$ cat src/rtl/wta_pkg.sv
// Shared types and widths for the winner-take-all scheduler.
package wta_pkg;

    localparam int CNT_W = 8;
    localparam int MEM_W = 8;

    typedef enum logic [2:0] {
        S_IDLE,
        S_LOAD,
        S_UPDATE,
        S_INHIBIT,
        S_SELECT,
        S_DONE
    } state_t;

    // Neuron index width; never narrower than one bit.
    function automatic int idx_w(input int n);
        return (n > 1) ? $clog2(n) : 1;
    endfunction

endpackage

$ cat src/rtl/wta_lif_update.sv
// Shared LIF datapath: leak, saturating integrate, threshold and reset-by-subtraction.
module wta_lif_update
    import wta_pkg::*;
#(
    parameter int THRESHOLD  = 200,
    parameter int LEAK_SHIFT = 1
) (
    input  logic [MEM_W-1:0] mem,
    input  logic [MEM_W-1:0] cur,
    output logic [MEM_W-1:0] mem_next,
    output logic             spike
);

    logic [MEM_W-1:0] kept;
    logic [MEM_W:0]   sum;
    logic [MEM_W-1:0] sat;

    // Leaked membrane plus input current, clamped to full scale before the threshold test.
    always_comb begin
        kept     = mem - (mem >> LEAK_SHIFT);
        sum      = {1'b0, cur} + {1'b0, kept};
        sat      = sum[MEM_W] ? {MEM_W{1'b1}} : sum[MEM_W-1:0];
        spike    = (sat >= MEM_W'(THRESHOLD));
        mem_next = spike ? (sat - MEM_W'(THRESHOLD)) : sat;
    end

endmodule

$ cat src/rtl/wta_sched.sv
// Time-multiplexed WTA scheduler: loads currents, steps all neurons through one
// shared LIF datapath per timestep, applies lateral inhibition, then picks the
// neuron with the most spikes over the window.
//
// state   | meaning
// IDLE    | waiting for start
// LOAD    | accepting one current per neuron over the valid/ready handshake
// UPDATE  | one neuron per cycle through the LIF datapath
// INHIBIT | publish step spikes, clear losers' membranes, advance timestep
// SELECT  | argmax over spike counts, one neuron per cycle
// DONE    | pulse done with winner and no_spike valid
module wta_sched
    import wta_pkg::*;
#(
    parameter int N_NEURONS  = 4,
    parameter int THRESHOLD  = 200,
    parameter int LEAK_SHIFT = 1,
    parameter int WINDOW     = 16
) (
    input  logic                          clk,
    input  logic                          rst_n,
    input  logic                          start,
    input  logic [7:0]                    cur_in,
    input  logic                          cur_valid,
    output logic                          cur_ready,
    output logic                          busy,
    output logic [N_NEURONS-1:0]          step_spikes,
    output logic                          step_valid,
    output logic [idx_w(N_NEURONS)-1:0]   winner,
    output logic                          no_spike,
    output logic                          done
);

    localparam int               IDX_W    = idx_w(N_NEURONS);
    localparam logic [IDX_W-1:0] IDX_LAST = IDX_W'(N_NEURONS - 1);

    state_t               state, state_nx;
    logic [IDX_W-1:0]     idx;
    logic [MEM_W-1:0]     cur_q [N_NEURONS];
    logic [MEM_W-1:0]     mem_q [N_NEURONS];
    logic [CNT_W-1:0]     cnt_q [N_NEURONS];
    logic [N_NEURONS-1:0] step_bits;
    logic [7:0]           tstep;
    logic [CNT_W-1:0]     best_cnt;
    logic [IDX_W-1:0]     best_idx;

    logic [MEM_W-1:0]     mem_next;
    logic                 spike;
    logic                 last_step;
    logic                 any_spike;
    logic [IDX_W-1:0]     step_win;
    logic                 sel_take;

    assign last_step = ((tstep + 8'd1) == 8'(WINDOW));
    assign sel_take  = (cnt_q[idx] > best_cnt);

    wta_lif_update #(
        .THRESHOLD  (THRESHOLD),
        .LEAK_SHIFT (LEAK_SHIFT)
    ) u_lif (
        .mem      (mem_q[idx]),
        .cur      (cur_q[idx]),
        .mem_next (mem_next),
        .spike    (spike)
    );

    // Lowest-index spiking neuron of the current step wins the inhibition.
    always_comb begin
        any_spike = |step_bits;
        step_win  = '0;
        for (int i = N_NEURONS - 1; i >= 0; i--) begin
            if (step_bits[i]) step_win = IDX_W'(i);
        end
    end

    // State register.
    always_ff @(posedge clk or negedge rst_n) begin
        if (!rst_n) state <= S_IDLE;
        else        state <= state_nx;
    end

    // Next-state and state-decoded outputs.
    always_comb begin
        state_nx    = state;
        cur_ready   = 1'b0;
        busy        = 1'b1;
        step_valid  = 1'b0;
        step_spikes = '0;
        done        = 1'b0;
        unique case (state)
            S_IDLE: begin
                busy = 1'b0;
                if (start) state_nx = S_LOAD;
            end
            S_LOAD: begin
                cur_ready = 1'b1;
                if (cur_valid && idx == IDX_LAST) state_nx = S_UPDATE;
            end
            S_UPDATE: begin
                if (idx == IDX_LAST) state_nx = S_INHIBIT;
            end
            S_INHIBIT: begin
                step_valid  = 1'b1;
                step_spikes = step_bits;
                state_nx    = last_step ? S_SELECT : S_UPDATE;
            end
            S_SELECT: begin
                if (idx == IDX_LAST) state_nx = S_DONE;
            end
            S_DONE: begin
                done     = 1'b1;
                state_nx = S_IDLE;
            end
            default: state_nx = S_IDLE;
        endcase
    end

    // Register arrays, counters and the argmax; idx wraps because N is a power of two.
    always_ff @(posedge clk or negedge rst_n) begin
        if (!rst_n) begin
            idx       <= '0;
            tstep     <= '0;
            step_bits <= '0;
            best_cnt  <= '0;
            best_idx  <= '0;
            winner    <= '0;
            no_spike  <= 1'b0;
            for (int i = 0; i < N_NEURONS; i++) begin
                cur_q[i] <= '0;
                mem_q[i] <= '0;
                cnt_q[i] <= '0;
            end
        end else begin
            unique case (state)
                S_IDLE: begin
                    if (start) begin
                        idx       <= '0;
                        tstep     <= '0;
                        step_bits <= '0;
                        best_cnt  <= '0;
                        best_idx  <= '0;
                        winner    <= '0;
                        no_spike  <= 1'b0;
                        for (int i = 0; i < N_NEURONS; i++) begin
                            mem_q[i] <= '0;
                            cnt_q[i] <= '0;
                        end
                    end
                end
                S_LOAD: begin
                    if (cur_valid) begin
                        cur_q[idx] <= cur_in;
                        idx        <= idx + 1'b1;
                    end
                end
                S_UPDATE: begin
                    mem_q[idx] <= mem_next;
                    if (spike) begin
                        step_bits[idx] <= 1'b1;
                        if (cnt_q[idx] != '1) cnt_q[idx] <= cnt_q[idx] + 1'b1;
                    end
                    idx <= idx + 1'b1;
                end
                S_INHIBIT: begin
                    for (int i = 0; i < N_NEURONS; i++) begin
                        if (any_spike && IDX_W'(i) != step_win) mem_q[i] <= '0;
                    end
                    step_bits <= '0;
                    tstep     <= tstep + 8'd1;
                    idx       <= '0;
                end
                S_SELECT: begin
                    if (sel_take) begin
                        best_cnt <= cnt_q[idx];
                        best_idx <= idx;
                    end
                    // Final compare lands directly in the outputs so they are valid during DONE.
                    if (idx == IDX_LAST) begin
                        winner   <= sel_take ? idx : best_idx;
                        no_spike <= ((sel_take ? cnt_q[idx] : best_cnt) == '0);
                    end
                    idx <= idx + 1'b1;
                end
                default: ;
            endcase
        end
    end

endmodule

$ cat config.mk
export PLATFORM = sky130hd
export DESIGN_NAME = wta_sched
export DESIGN_NICKNAME = d
export VERILOG_FILES = /design/src/rtl/wta_pkg.sv /design/src/rtl/wta_lif_update.sv /design/src/rtl/wta_sched.sv
export SDC_FILE = /design/constraint.sdc
export NUM_CORES = 1
export LEC_CHECK = 0
export ABC_AREA = 0
export BUFFER_PORTS_ARGS = -buffer_cell sky130_fd_sc_hd__buf_2
export CAP_MARGIN = 10
export CORE_UTILIZATION = 35
export DETAILED_ROUTE_END_ITERATION = 7
export PLACE_DENSITY = 0.56
export REMOVE_ABC_BUFFERS = 1
export SLEW_MARGIN = 15
export SYNTH_ARGS = -nofsm -noshare
export SYNTH_HDL_FRONTEND = slang
export SYNTH_HIERARCHICAL = 1
export SYNTH_SLANG_ARGS = --single-unit
$ cat constraint.sdc
create_clock -name clk -period 12.8 [get_ports clk]
set_input_delay 0 -clock clk [delete_from_list [all_inputs] [get_ports clk]]
set_output_delay 0 -clock clk [all_outputs]
set_load 0.02 [all_outputs]
==> flow_summary.ini <==
[outcome]
status = finished clean

[floorplan]
die_y_um = 146
rows = 52
coreArea_um2 = 20200
initial_core_util_pct = 35.7
num_io_pins = 23
die_x_um = 146
fp.dieArea_um2 = 21200

[run]
drv_cap = 0

[critical_path]
path_delay_family = simple AND/OR/NAND/NOR gates
critPathLaunchType = flip-flop
slowest_delay_ns = 0.81
crit_path_frequent_cell = nor2b_1
path_buf_inv = 2
crit_chain = buf_4 -> mux4_2 -> inv_1 -> ha_1 -> nor2b_1 -> o21ai_0 -> a21boi_1 -> o21ai_0 -> nor2b_1 -> xnor2_1 -> ha_1 -> o21a_1 -> nor2b_1 -> a311oi_2 -> xnor2_2 -> nand3_1 -> nand2_1 -> mux2i_1 -> nor3_4 -> nand2_1 -> nor2_1 -> a22o_1
critPathKind = flip-flop to flip-flop
critPathArrivalTime_ns = 6.23
crit_required_ns = 13.15
cp_slowest_cell = dfrtp_1
endpoint_kind = flip-flop
crit_fanout = 18

[final_layout]
area_growth_pct = 14.5
diodes = 0
nets = 712
drive_gt1_share_pct = 19.1
fin_util_pct = 40.9
final_area_um2 = 8280
fillers = 1877

[clock_network]
cts.sinks = 126
cts_max_level = 4
cts_made_buffers = 17
clockRootBuffer = clkbuf_16
cts.clk_slew.worst_paths_ns = 0.06
post_cts_resized = 0
postCtsSetupBuffers = 0
ctsLongestPathBuffers = 2
cts_tree = built
insertion_delay_ns = 0.42

[grt]
grt_pass1_wl_um = 28300
met3_usage_pct = 3.42
grt_usage_pct = 16.7
grt_pass1_vias = 5430
antenna_found_initial = 0
grt.busiest_layer = met2
grt_max_degree = 66
gr-usage-met2_pct = 25.6
gr-total-overflow = 0
gr-usage-met1_pct = 23.8

[detailed_routing]
num_vias = 5281
wl_per_cell_um = 17.5
drtIter0Drc = 365
drtPass1Iterations = 5
ant_nets = 0
drc_errors = 0
routed_wl_um = 16600
via_per_inst = 5.55

[placed_design]
globalplace.congestion = 0.863
post-place-ws_ns = 6.96
io_buffers = 22
dpl_cell_area_um2 = 7570
hpwlAfterDp_um = 11700

[synthesis]
synth.yosys.warnings = 6
postSynthCellCount = 641
synthTopCellsByCount = 126 x dfrtp_1, 47 x a22o_1, 44 x nand2_1
synth_cell_types = 72
synth.most_common_cell = dfrtp_1
synth_area_per_cell_um2 = 11.3
synthFlopType = dfrtp_1
async_flop_share_pct = 100
yosys.area.top_type = dfrtp_1
synth_edf_count = 0
ys_seq_elements = 126
synth_top_area_share_pct = 43.6
ys_seq_area_share_pct = 43.6
netlist_area_um2 = 7230
ys_top_cells_by_area = dfrtp_1 44%, mux4_2 7.2%, a22o_1 5.7%, ha_1 5.2%, mux2_2 4.2%

[sta]
finalHoldViolations = 0
layout_min_cycle_time_ns = 5.88
slew_headroom_pct = 44.3
clock.fmax_mhz = 170
drv_slew = 0
fin_tns_setup_ns = 0
fin_skew_ns = 0.00724
setup_viol = 0
rsz0062_at_grt = false
tightest_slew_ns = 0.835
finalWorstSetupSlack_ns = 6.92
post-route-period-util_pct = 45.9

[worst_hold_path]
hold_class = input port to flip-flop

[power_and_ir_drop]
powerDensity_nw_per_um2 = 110
p_leak_nw = 3.87
peakVddDrop_mv = 0.0936
==> flip-flops by register name (all words and copies together) (netlist names), 2 cells and up <==
signal / count
state: 3
idx: 2
best_idx: 2
winner: 2
best_cnt: 8
step_bits: 4
cur_q: 32
mem_q: 32
cnt_q: 32
tstep: 8
==> layout make-up <==
cell class	instances	area [um2]	area share [%]
clock inverter	13	161	1.95
tap	270	338	4.08
timing repair buffer	37	250	3.02
clock buffer	19	453	5.47
sequential	126	3150	38.1
inverter	35	131	1.59
multi-input combinational	451	3790	45.8
==> metrics by stage <==
stage	power [mW]	hold slack [ns]	std cells
2_1_floorplan	0.406	-0.296	612
3_3_place_gp	0.417	0.126	909
3_5_place_dp	0.418	0.139	909
4_1_cts	0.925	0.111	951
5_1_grt	0.939	0.167	951
6_report	0.913	0.127	951
==> power breakdown <==
group          internal, mW  switching [mW]  total, mW
logic               0.00382          0.0100     0.0138
registers             0.398               0      0.398
clock network         0.317           0.184      0.501
==> cell usage in the layout (no fill, tap or decap), types with 20 or more instances in the layout <==
master	n
o2bb2ai_1	20
o21ai_0	27
inv_1	34
a22o_1	47
buf_2	21
dfrtp_1	125
ha_1	30
nor2_1	32
mux2_2	27
mux4_2	23
nand2_1	44
a21oi_1	27
==> timing repair <==
item | 4_1_cts | 5_1_grt
endpoints found under the setup margin | 0 | 0
hold endpoints to repair | 94 | 0
hold buffers | 10 | 0
==> per-layer routing <==
metal | part of all wire, % | vias to the layer above
met1 | 49 | 2678
met4 | 0.84 | 0
met3 | 4.2 | 10
li1 | - | 2469
met5 | 0 | -
met2 | 46 | 124
==> cells by family (layout without fill, tap and decap cells) <==
kind of cell             count (synthesis)  after routing  share of synthesized area, %
AO/OA/AOI/OAI                          180            180                          19.6
XOR/XNOR                                13             13                          1.68
adder cells (fa/ha/maj)                 32             32                          5.74
buffers and inverters                   64            104                          3.94
flip-flops                             126            126                          43.6
multiplexers                            74             74                          14.8
AND/OR/NAND/NOR                        152            152                          10.6
==> worst register-to-register path: stages (launching register included) <==
cell and delay [ns]:
dfrtp_1 0.81, buf_4 0.40, mux4_2 0.37, inv_1 0.12
ha_1 0.23, nor2b_1 0.12, o21ai_0 0.23, a21boi_1 0.13
o21ai_0 0.19, nor2b_1 0.19, xnor2_1 0.13, ha_1 0.33
o21a_1 0.22, nor2b_1 0.14, a311oi_2 0.32, xnor2_2 0.21
nand3_1 0.22, nand2_1 0.20, mux2i_1 0.13, nor3_4 0.52
nand2_1 0.29, nor2_1 0.16, a22o_1 0.14
==> final timing paths <==
path,endpoint,slack (ns),from,cells past startpoint
worst max-delay path,cnt_q[8],6.92,idx[1],22
worst min register to register,cur_q[25],0.49,cur_q[25],1
max in group asynchronous,mem_q[1],11.27,rst_n,3
min in group asynchronous,best_cnt[5],0.21,rst_n,2
worst max register to register,cnt_q[8],6.92,idx[1],22
worst min-delay path,state[0],0.13,start,4
(Power assumes the default switching activity.)
